### config.mk
export PLATFORM = sky130hd
export DESIGN_NAME = ram_writer
export DESIGN_NICKNAME = d
export VERILOG_FILES = /design/src/rtl/ram_writer.sv
export SDC_FILE = /design/constraint.sdc
export NUM_CORES = 1
export LEC_CHECK = 0
export ABC_AREA = 1
export CAP_MARGIN = 30
export CELL_PAD_IN_SITES_DETAIL_PLACEMENT = 0
export CELL_PAD_IN_SITES_GLOBAL_PLACEMENT = 2
export CORE_AREA = 2 2 721 723
export CTS_CLUSTER_DIAMETER = 150
export DETAILED_ROUTE_END_ITERATION = 10
export DIE_AREA = 0 0 723 725
export HOLD_SLACK_MARGIN = 0.08
export PLACE_DENSITY_LB_ADDON = 0.1
export SYNTH_ARGS = -nofsm -noshare
export SYNTH_HDL_FRONTEND = slang
export SYNTH_SLANG_ARGS = --single-unit
### constraint.sdc
create_clock -name clk -period 5.1 [get_ports clk]
set_input_delay 0.765 -clock clk [delete_from_list [all_inputs] [get_ports clk]]
set_output_delay 0.765 -clock clk [all_outputs]
set_load 0.01 [all_outputs]
### src/rtl/ram_writer.sv
// ram_writer: writes an AXI-Stream sequentially into RAM from address 0 using AXI4 bursts.
// N full bursts of BLOCK_CYCLES beats, then an optional partial burst; done once every B arrives.
module ram_writer #(
  parameter int DW           = 512,
  parameter int IW           = 5,
  parameter int BLOCK_CYCLES = 64
) (
  input  logic              clk,
  input  logic              resetn,
  input  logic [31:0]       full_blocks,
  input  logic [7:0]        partial_block_cycles,
  input  logic              start,
  output logic              idle,
  output logic              bresp_error,
  input  logic [DW-1:0]     AXIS_IN_TDATA,
  input  logic              AXIS_IN_TVALID,
  output logic              AXIS_IN_TREADY,
  output logic [63:0]       M_AXI_AWADDR,
  output logic [7:0]        M_AXI_AWLEN,
  output logic [2:0]        M_AXI_AWSIZE,
  output logic [IW-1:0]     M_AXI_AWID,
  output logic [1:0]        M_AXI_AWBURST,
  output logic              M_AXI_AWLOCK,
  output logic [3:0]        M_AXI_AWCACHE,
  output logic [3:0]        M_AXI_AWQOS,
  output logic [2:0]        M_AXI_AWPROT,
  output logic              M_AXI_AWVALID,
  input  logic              M_AXI_AWREADY,
  output logic [DW-1:0]     M_AXI_WDATA,
  output logic [DW/8-1:0]   M_AXI_WSTRB,
  output logic              M_AXI_WVALID,
  output logic              M_AXI_WLAST,
  input  logic              M_AXI_WREADY,
  input  logic [1:0]        M_AXI_BRESP,
  input  logic              M_AXI_BVALID,
  output logic              M_AXI_BREADY,
  output logic [63:0]       M_AXI_ARADDR,
  output logic [7:0]        M_AXI_ARLEN,
  output logic [2:0]        M_AXI_ARSIZE,
  output logic [IW-1:0]     M_AXI_ARID,
  output logic [1:0]        M_AXI_ARBURST,
  output logic              M_AXI_ARLOCK,
  output logic [3:0]        M_AXI_ARCACHE,
  output logic [3:0]        M_AXI_ARQOS,
  output logic [2:0]        M_AXI_ARPROT,
  output logic              M_AXI_ARVALID,
  input  logic              M_AXI_ARREADY,
  input  logic [DW-1:0]     M_AXI_RDATA,
  input  logic [1:0]        M_AXI_RRESP,
  input  logic              M_AXI_RLAST,
  input  logic              M_AXI_RVALID,
  input  logic [IW-1:0]     M_AXI_RID,
  output logic              M_AXI_RREADY
);
  localparam int BURST_BYTES = BLOCK_CYCLES * DW / 8;
  typedef enum logic [1:0] {IDLE, FULL, PARTIAL, DONE} state_t;
  state_t r_state, w_next;
  logic [31:0] r_fb, r_aw_cnt;
  logic [7:0]  r_pb, r_beat, r_awlen;
  logic [32:0] r_total, r_w_bursts, r_b_count;
  logic [63:0] r_awaddr;
  logic        r_w_active, r_bresp_error;
  logic        w_start, w_aw_hs, w_w_hs, w_last_full, w_partial, w_wlast, w_unused;
  assign w_start     = start & (r_state == IDLE);
  assign w_aw_hs     = M_AXI_AWVALID & M_AXI_AWREADY;
  assign w_w_hs      = M_AXI_WVALID & M_AXI_WREADY;
  assign w_last_full = (r_aw_cnt + 32'd1 == r_fb);
  // the W side tracks its own burst count since W beats may run ahead of AW
  assign w_partial   = (r_w_bursts == {1'b0, r_fb});
  assign w_wlast     = r_w_active & (w_partial ? r_beat == r_pb - 8'd1 : r_beat == 8'(BLOCK_CYCLES - 1));
  always_ff @(posedge clk) r_state <= !resetn ? IDLE : w_next;
  always_comb begin
    w_next = r_state;
    case (r_state)
      IDLE:    if (start) w_next = full_blocks != 0 ? FULL : partial_block_cycles != 0 ? PARTIAL : IDLE;
      FULL:    if (w_aw_hs) w_next = !w_last_full ? FULL : r_pb != 0 ? PARTIAL : DONE;
      PARTIAL: if (w_aw_hs) w_next = DONE;
      DONE:    if (!r_w_active && r_b_count == r_total) w_next = IDLE;
      default: w_next = IDLE;
    endcase
  end
  always_comb begin
    M_AXI_AWVALID = (r_state == FULL) || (r_state == PARTIAL);
    idle          = (r_state == IDLE) && !start;
  end
  always_ff @(posedge clk) begin
    if (!resetn) begin
      r_fb          <= '0;
      r_pb          <= '0;
      r_total       <= '0;
      r_aw_cnt      <= '0;
      r_w_bursts    <= '0;
      r_b_count     <= '0;
      r_beat        <= '0;
      r_awaddr      <= '0;
      r_awlen       <= '0;
      r_w_active    <= 1'b0;
      r_bresp_error <= 1'b0;
    end else if (w_start) begin
      r_fb          <= full_blocks;
      r_pb          <= partial_block_cycles;
      r_total       <= {1'b0, full_blocks} + 33'(partial_block_cycles != 8'd0);
      r_aw_cnt      <= '0;
      r_w_bursts    <= '0;
      r_b_count     <= '0;
      r_beat        <= '0;
      r_awaddr      <= '0;
      r_awlen       <= full_blocks != 0 ? 8'(BLOCK_CYCLES - 1) : partial_block_cycles - 8'd1;
      r_w_active    <= (full_blocks != 0) || (partial_block_cycles != 0);
      r_bresp_error <= 1'b0;
    end else begin
      if (w_aw_hs) begin
        r_awaddr <= r_awaddr + 64'(BURST_BYTES);
        r_aw_cnt <= r_aw_cnt + 32'd1;
        r_awlen  <= (r_state == FULL && w_last_full) ? r_pb - 8'd1 : r_awlen;
      end
      if (w_w_hs) begin
        r_beat <= w_wlast ? 8'd0 : r_beat + 8'd1;
        if (w_wlast) r_w_bursts <= r_w_bursts + 33'd1;
        if (w_wlast && r_w_bursts + 33'd1 == r_total) r_w_active <= 1'b0;
      end
      if (M_AXI_BVALID && r_b_count != r_total) r_b_count <= r_b_count + 33'd1;
      if (M_AXI_BVALID && M_AXI_BRESP != 2'd0) r_bresp_error <= 1'b1;
    end
  end
  assign bresp_error    = r_bresp_error;
  assign AXIS_IN_TREADY = M_AXI_WREADY & r_w_active;
  assign M_AXI_AWADDR   = r_awaddr;
  assign M_AXI_AWLEN    = r_awlen;
  assign M_AXI_AWSIZE   = 3'($clog2(DW / 8));
  assign M_AXI_AWID     = '0;
  assign M_AXI_AWBURST  = 2'b01;
  assign M_AXI_AWLOCK   = 1'b0;
  assign M_AXI_AWCACHE  = '0;
  assign M_AXI_AWQOS    = '0;
  assign M_AXI_AWPROT   = '0;
  assign M_AXI_WDATA    = AXIS_IN_TDATA;
  assign M_AXI_WSTRB    = '1;
  assign M_AXI_WVALID   = AXIS_IN_TVALID & r_w_active;
  assign M_AXI_WLAST    = w_wlast;
  assign M_AXI_BREADY   = 1'b1;
  assign M_AXI_ARADDR   = '0;
  assign M_AXI_ARLEN    = '0;
  assign M_AXI_ARSIZE   = '0;
  assign M_AXI_ARID     = '0;
  assign M_AXI_ARBURST  = '0;
  assign M_AXI_ARLOCK   = 1'b0;
  assign M_AXI_ARCACHE  = '0;
  assign M_AXI_ARQOS    = '0;
  assign M_AXI_ARPROT   = '0;
  assign M_AXI_ARVALID  = 1'b0;
  assign M_AXI_RREADY   = 1'b0;
  assign w_unused = ^{M_AXI_ARREADY, M_AXI_RDATA, M_AXI_RRESP, M_AXI_RLAST, M_AXI_RVALID, M_AXI_RID};
endmodule

Word-level counts from Yosys, hierarchy flattened
Index checks and enable logic that the tools add are counted.
- flip-flop bits (word level): 255
- word-level logic and storage cells: 83
- output and inout port bits: 773
- reduce and logical (&&, ||, !) cells: 24
- equal/unequal tests: 14
- $add $sub $neg: 8
- bitwise gates (word level): 7
- multiplexer cells: 18
- operators with widths (operator ; count):
    33-bit by 1-bit adder with 33-bit output (second input constant) ; 2
    33-bit equality test ; 2
    64-bit by 13-bit adder with 64-bit output (second input constant) ; 1
    8-bit 2-to-1 mux ; 5
    32-bit by 1-bit adder with 33-bit output ; 1
    33-bit by 32-bit equality test with 1-bit output ; 1
    33-bit != test ; 1
    32-bit by 1-bit adder with 32-bit output (second input constant) ; 1
    32-bit equality test ; 1
    32-bit nonzero test ; 1
    8-bit nonzero test ; 2
    8-bit by 1-bit subtractor with 8-bit output (second input constant) ; 2
    2-bit 2-to-1 mux ; 7
    2-bit nonzero test ; 5
    8-bit by 1-bit adder with 8-bit output (second input constant) ; 1
    8-bit by 6-bit equality test with 1-bit output (second input constant) ; 1
    8-bit equality test ; 1
    2-bit != test (second input constant) ; 4
    2-bit one-hot mux with 4 select lines ; 1
    1-bit bitwise AND ; 6
    1-bit logical AND ; 6
    2-bit AND reduction ; 3
    1-bit 2-to-1 mux ; 5
    2-bit equality test (second input constant) ; 2
    other kinds (7) ; 9

Depth between registers and ports, before layout
Gate-level depths: netlist of the first run.
- word-level depth: 8
- depth in mapped cells: 20
- depth with buffers taken out: 19

Least setup slack after synthesis of the first run
OpenSTA, ideal clock, no wires.
- path type: input-to-reg
- from: in partial_block_cycles[0]
- to: reg r_total[30]
- slack: 2.055 ns
- stages: 18
- arrival: 2.912 ns
- data required time: 4.968 ns
- path buffers: 0
- cells stage by stage: inv_1 ha_1 nand4_1 ha_1 ha_1 nand4_1 nor2_1 nand2_1 nor2_1 nand2_1 inv_1 nand2_1 nor2_1 inv_1 nor2_1 inv_1 o211ai_1 a31oi_1
- word-level cells in the longest chain between the ends: 2
- RTL lines (what ; RTL line ; text):
    start: declaration ; 11 ; input logic [7:0] partial_block_cycles,
    8-bit nonzero test ; 102 ; r_total <= {1'b0, full_blocks} + 33'(partial_block_cycles != 8'd0);
    32-bit by 1-bit adder with 33-bit output ; 102 ;
    end signal: assignment ; 102 ;
    end: declaration ; 60 ; logic [32:0] r_total, r_w_bursts, r_b_count;
Every way passes these cells.
A chain may end at the register's enable or synchronous reset.

Worst setup path after layout of the first run
- from: reg r_w_bursts[21]
- to: out M_AXI_WLAST
- word-level cells in the longest chain between the ends: 3
- RTL lines (what ; RTL line ; text):
    start: declaration ; 60 ;
    start signal: assignment ; 119 ; if (w_wlast) r_w_bursts <= r_w_bursts + 33'd1;
    33-bit by 32-bit equality test with 1-bit output ; 69 ; assign w_partial = (r_w_bursts == {1'b0, r_fb});
    1-bit 2-to-1 mux ; 70 ; assign w_wlast = r_w_active & (w_partial ? r_beat == r_pb - 8'd1 : r_beat == 8'(BLOCK_CYCLES - 1));
    1-bit bitwise AND ; 70 ;
    end: declaration ; 32 ; output logic M_AXI_WLAST,
Every way passes these cells.

==> summary.json, run 1 <==
{
  "status": "finished, final reports clean",
  "first_global_vias": 19090,
  "worst-r2r-cell-count": 15,
  "holdBufCountCts": 0,
  "cts_root_buffer": "clkbuf_16",
  "worst_skew_pair.late_latency_ns": 0.72,
  "route.vias.total": 18300,
  "synth-edff-count": 0,
  "min_from": "bresp_error",
  "p_comb_frac": 0.295,
  "cp_common_cell": "nand2_1",
  "postSynth.asyncResetShare": 0,
  "netlist-cell-type-count": 54,
  "flow.area_growth_from_synthesis_pct": 33.23,
  "yosys.area.top_type": "buf_4",
  "cts_buffers": 49,
  "core.rowCount": 264,
  "p_sw_mw": 3.661,
  "tritoncts_clock_tree": "built",
  "whs_endpoint": "bresp_error",
  "place_congestion": 0.6534,
  "rsz_0062_raised_after_global_routing": "false",
  "clock.fmax_mhz": 216.7,
  "dp.final_hpwl_microns": 153300,
  "route.final.wire_length_microns": 177500,
  "tightestPinTransition_ns": 0.9332,
  "grt_first_pass_wirelength_microns": 221300,
  "layout.cells.non_filler": 9875,
  "worstPathCellList": "inv_2 > nand2_1 > nand2_1 > nor2_1 > nand2_1 > nor2_2 > nand2_2 > nor2_8 > buf_12 > nand3_1 > nand2_1 > nand2_1 > nor2_1 > nand2_1 > nor2_2 > nand2_2 > inv_1 > clkdlybuf4s50_1",
  "path_delay_family": "simple AND/OR/NAND/NOR gates",
  "route.antenna.remaining_nets": 0,
  "power.share.clock": 0.423,
  "largest_net_degree_at_the_start_of_global_routing": 54,
  "critPathKind": "flop to primary output",
  "totalNegativeSetupSlack_ns": 0,
  "ys_dominant_reg_cell": "dfxtp_1",
  "die_height_microns": 725,
  "worstHoldPathType": "flop to flop",
  "internal-power_mw": 4.908,
  "power-per-cell-area_nw_per_um2": 306.0,
  "routed_via_density": 1.853,
  "cts.sinks": 243,
  "post_synth_most_frequent_cells": "nand2_1 (809), buf_4 (710), inv_1 (323), nor2_1 (317), dfxtp_1 (243)",
  "grt_use_total": 0.06556,
  "r2r_start": "r_state[0]",
  "grt_overflow_total": 0,
  "drive_above_1_share": 0.05785,
  "leakage_nw": 8.520,
  "worstPathArrival_ns": 3.85,
  "setup.worst_path.start_class": "flop",
  "slew_violations": 0,
  "placedCellCount": 9785,
  "hold_viol_final": 0,
  "port_buffers": 114,
  "routedWlPerCell_microns": 17.98,
  "cp_data_required_time_ns": 4.34,
  "io-pin-count": 1856,
  "yosysSeqAreaShare": 0.2315,
  "instance_count_along_the_most_critical_hold_path": 2,
  "sequentialPowerShare": 0.283,
  "r2r_end": "M_AXI_AWADDR[63]",
  "yosys.cell_count.top_type": "nand2_1",
  "power.switching_fraction": 0.4272,
  "clkTransAtPathRegs_ns": 0.06,
  "count_of_yosys_warnings_during_synthesis": 0,
  "vdd_drop_max_mv": 0.2682,
  "r2r_setup_slack_ns": 1.12,
  "critPathSlowestCell": "clkdlybuf4s50_1",
  "synth.top_cells.by_area": "buf_4 (25%), dfxtp_1 (23%), nand2_1 (14%)",
  "finalCriticalPeriod_ns": 4.615,
  "die_width_microns": 723,
  "crit_fanout": 15,
  "worstSetupEndpointType": "primary output",
  "remaining_drc_errors": 0,
  "synthesis.area_per_instance_sq_um": 6.384,
  "cts_htree_levels": 2,
  "design.final.nets": 4020,
  "synth-seq-cells": 243,
  "slew_headroom": 0.3721,
  "max_stage_delay_ns": 0.54,
  "fp.coreArea_sq_um": 516000,
  "worst_clock_skew_ns": 0.05947,
  "finalCritPeriodShare": 0.9049,
  "drt_first_iter_violations": 827,
  "synth_area_sq_um": 21020,
  "drv.max_cap_violation_count": 0,
  "path_buf_inv": 4,
  "floorplan.die_area_sq_um": 524200,
  "drt_first_pass_iters": 5,
  "setup_viol": 0,
  "yosysTopAreaCellShare": 0.2536,
  "initial_utilization": 0.04073,
  "antenna_violations_before_repair": 11,
  "cts_buffer_depth": 3,
  "synthesis.instances": 3292
}
area by class of cell:
cell class,count,area [sq um]
Inverter,332,1251
Clock inverter,11,198.9
Timing Repair Buffer,166,1564
Sequential cell,243,4867
Fill cell,61490,488000
Clock buffer,75,1434
Multi-Input combinational cell,2129,10020
Antenna cell,3,7.507
Tap cell,6916,8653
repair_timing:
| action | in CTS | in global routing |
|---|---|---|
| pin swaps | 1 | 0 |
| gates resized for setup | 1 | 3 |
| setup endpoints to repair | 1 | 1 |
| buffers inserted | 1 | 0 |
| cloned | 0 | 0 |
cells by family (layout without fill, tap and decap cells):
| kind of cell | Yosys count | count (layout) | synth area share |
|---|---|---|---|
| flops | 243 | 243 | 0.2315 |
| xor+xnor | 124 | 124 | 0.05233 |
| buf+inv | 1113 | 584 | 0.3274 |
| other cells | 2 | 198 | 0.0003573 |
| compound gates | 293 | 293 | 0.07632 |
| simple gates | 1501 | 1501 | 0.3026 |
| fa+ha+maj | 16 | 16 | 0.009525 |
registers in the layout (all words and copies together), names as in the netlist:
| register | count |
|---|---|
| r_total | 33 |
| r_state | 2 |
| r_aw_cnt | 32 |
| r_w_active | 1 |
| r_b_count | 33 |
| M_AXI_AWLEN | 8 |
| r_w_bursts | 33 |
| r_beat | 8 |
| r_pb | 8 |
| bresp_error | 1 |
| M_AXI_AWADDR | 52 |
| r_fb | 32 |
worst max path at each step:
stage          slack [ns]          end  cells after the start                    start
2_1_floorplan        2.06  r_total[30]                     18  partial_block_cycles[0]
3_3_place_gp         0.38  r_total[30]                     20  partial_block_cycles[0]
3_5_place_dp         0.41  r_total[30]                     20  partial_block_cycles[0]
4_1_cts              0.08  M_AXI_WLAST                     18           r_w_bursts[21]
5_1_grt              0.03  M_AXI_WLAST                     18           r_w_bursts[20]
6_report             0.48  M_AXI_WLAST                     18           r_w_bursts[21]
worst reg2reg max path, cell delays in order (launching register included):
cell and delay (ns):
dfxtp_1 0.42, inv_1 0.11, ha_1 0.53, nand2_4 0.21, nor2_1 0.21, nand2_1 0.14
nor2_1 0.22, nand4_1 0.20, nor2_1 0.33, inv_1 0.11, nor2_1 0.41, inv_1 0.13
nor3_1 0.45, nand2_1 0.19, xor2_1 0.16, nor2_1 0.04
power groups by stage:
stage	clock, mW	sequential [mW]	combinational (mW)
2_1_floorplan	0	2.33	1.90
3_3_place_gp	0	2.51	2.82
3_5_place_dp	0	2.50	2.75
4_1_cts	3.95	2.46	2.77
5_1_grt	3.94	2.48	2.92
6_report	3.62	2.42	2.52
layer usage:
metal | up-vias | track usage | routed length, microns
li1 | 8773 | - | -
met1 | 8332 | 0.05859 | 57000
met2 | 829 | 0.1053 | 79490
met3 | 355 | 0.05737 | 33720
met4 | 6 | 0.02522 | 6948
met5 | - | 0.005038 | 368
per-stage QoR:
| stage | utilization | instance area, sq um | worst slack (ns) | hold slack (ns) | total power [mW] |
|---|---|---|---|---|---|
| after detailed placement | 0.05103 | 26330 | 0.4150 | 0.4487 | 5.255 |
| after global placement | 0.05103 | 26330 | 0.3785 | 0.4472 | 5.328 |
| after CTS | 0.05424 | 27990 | 0.08065 | 0.4578 | 9.181 |
| final | 0.05427 | 28000 | 0.4850 | 0.4522 | 8.569 |
| after global routing | 0.05426 | 27990 | 0.03319 | 0.4962 | 9.336 |
| after floorplan | - | 21740 | 2.055 | 0.4693 | 4.226 |
placed cells by master (no fill, tap or decap), types with 62 or more instances in the layout:
cell type	count
dfxtp_1	241
clkdlybuf4s50_1	113
nor3_1	77
conb_1	195
xor2_1	81
nor2_1	315
inv_1	321
nand4_1	62
nand3_1	161
o21ai_0	85
a21oi_1	142
nand2_1	806
Power figures use the tool's default switching activity.
==> inputs of run 2 (changes only) <==
SKIP_LAST_GASP = 1   (was default)
==> results of run 2 <==
Same layout as run 1: the final DEF is identical, and so are final timing and power.
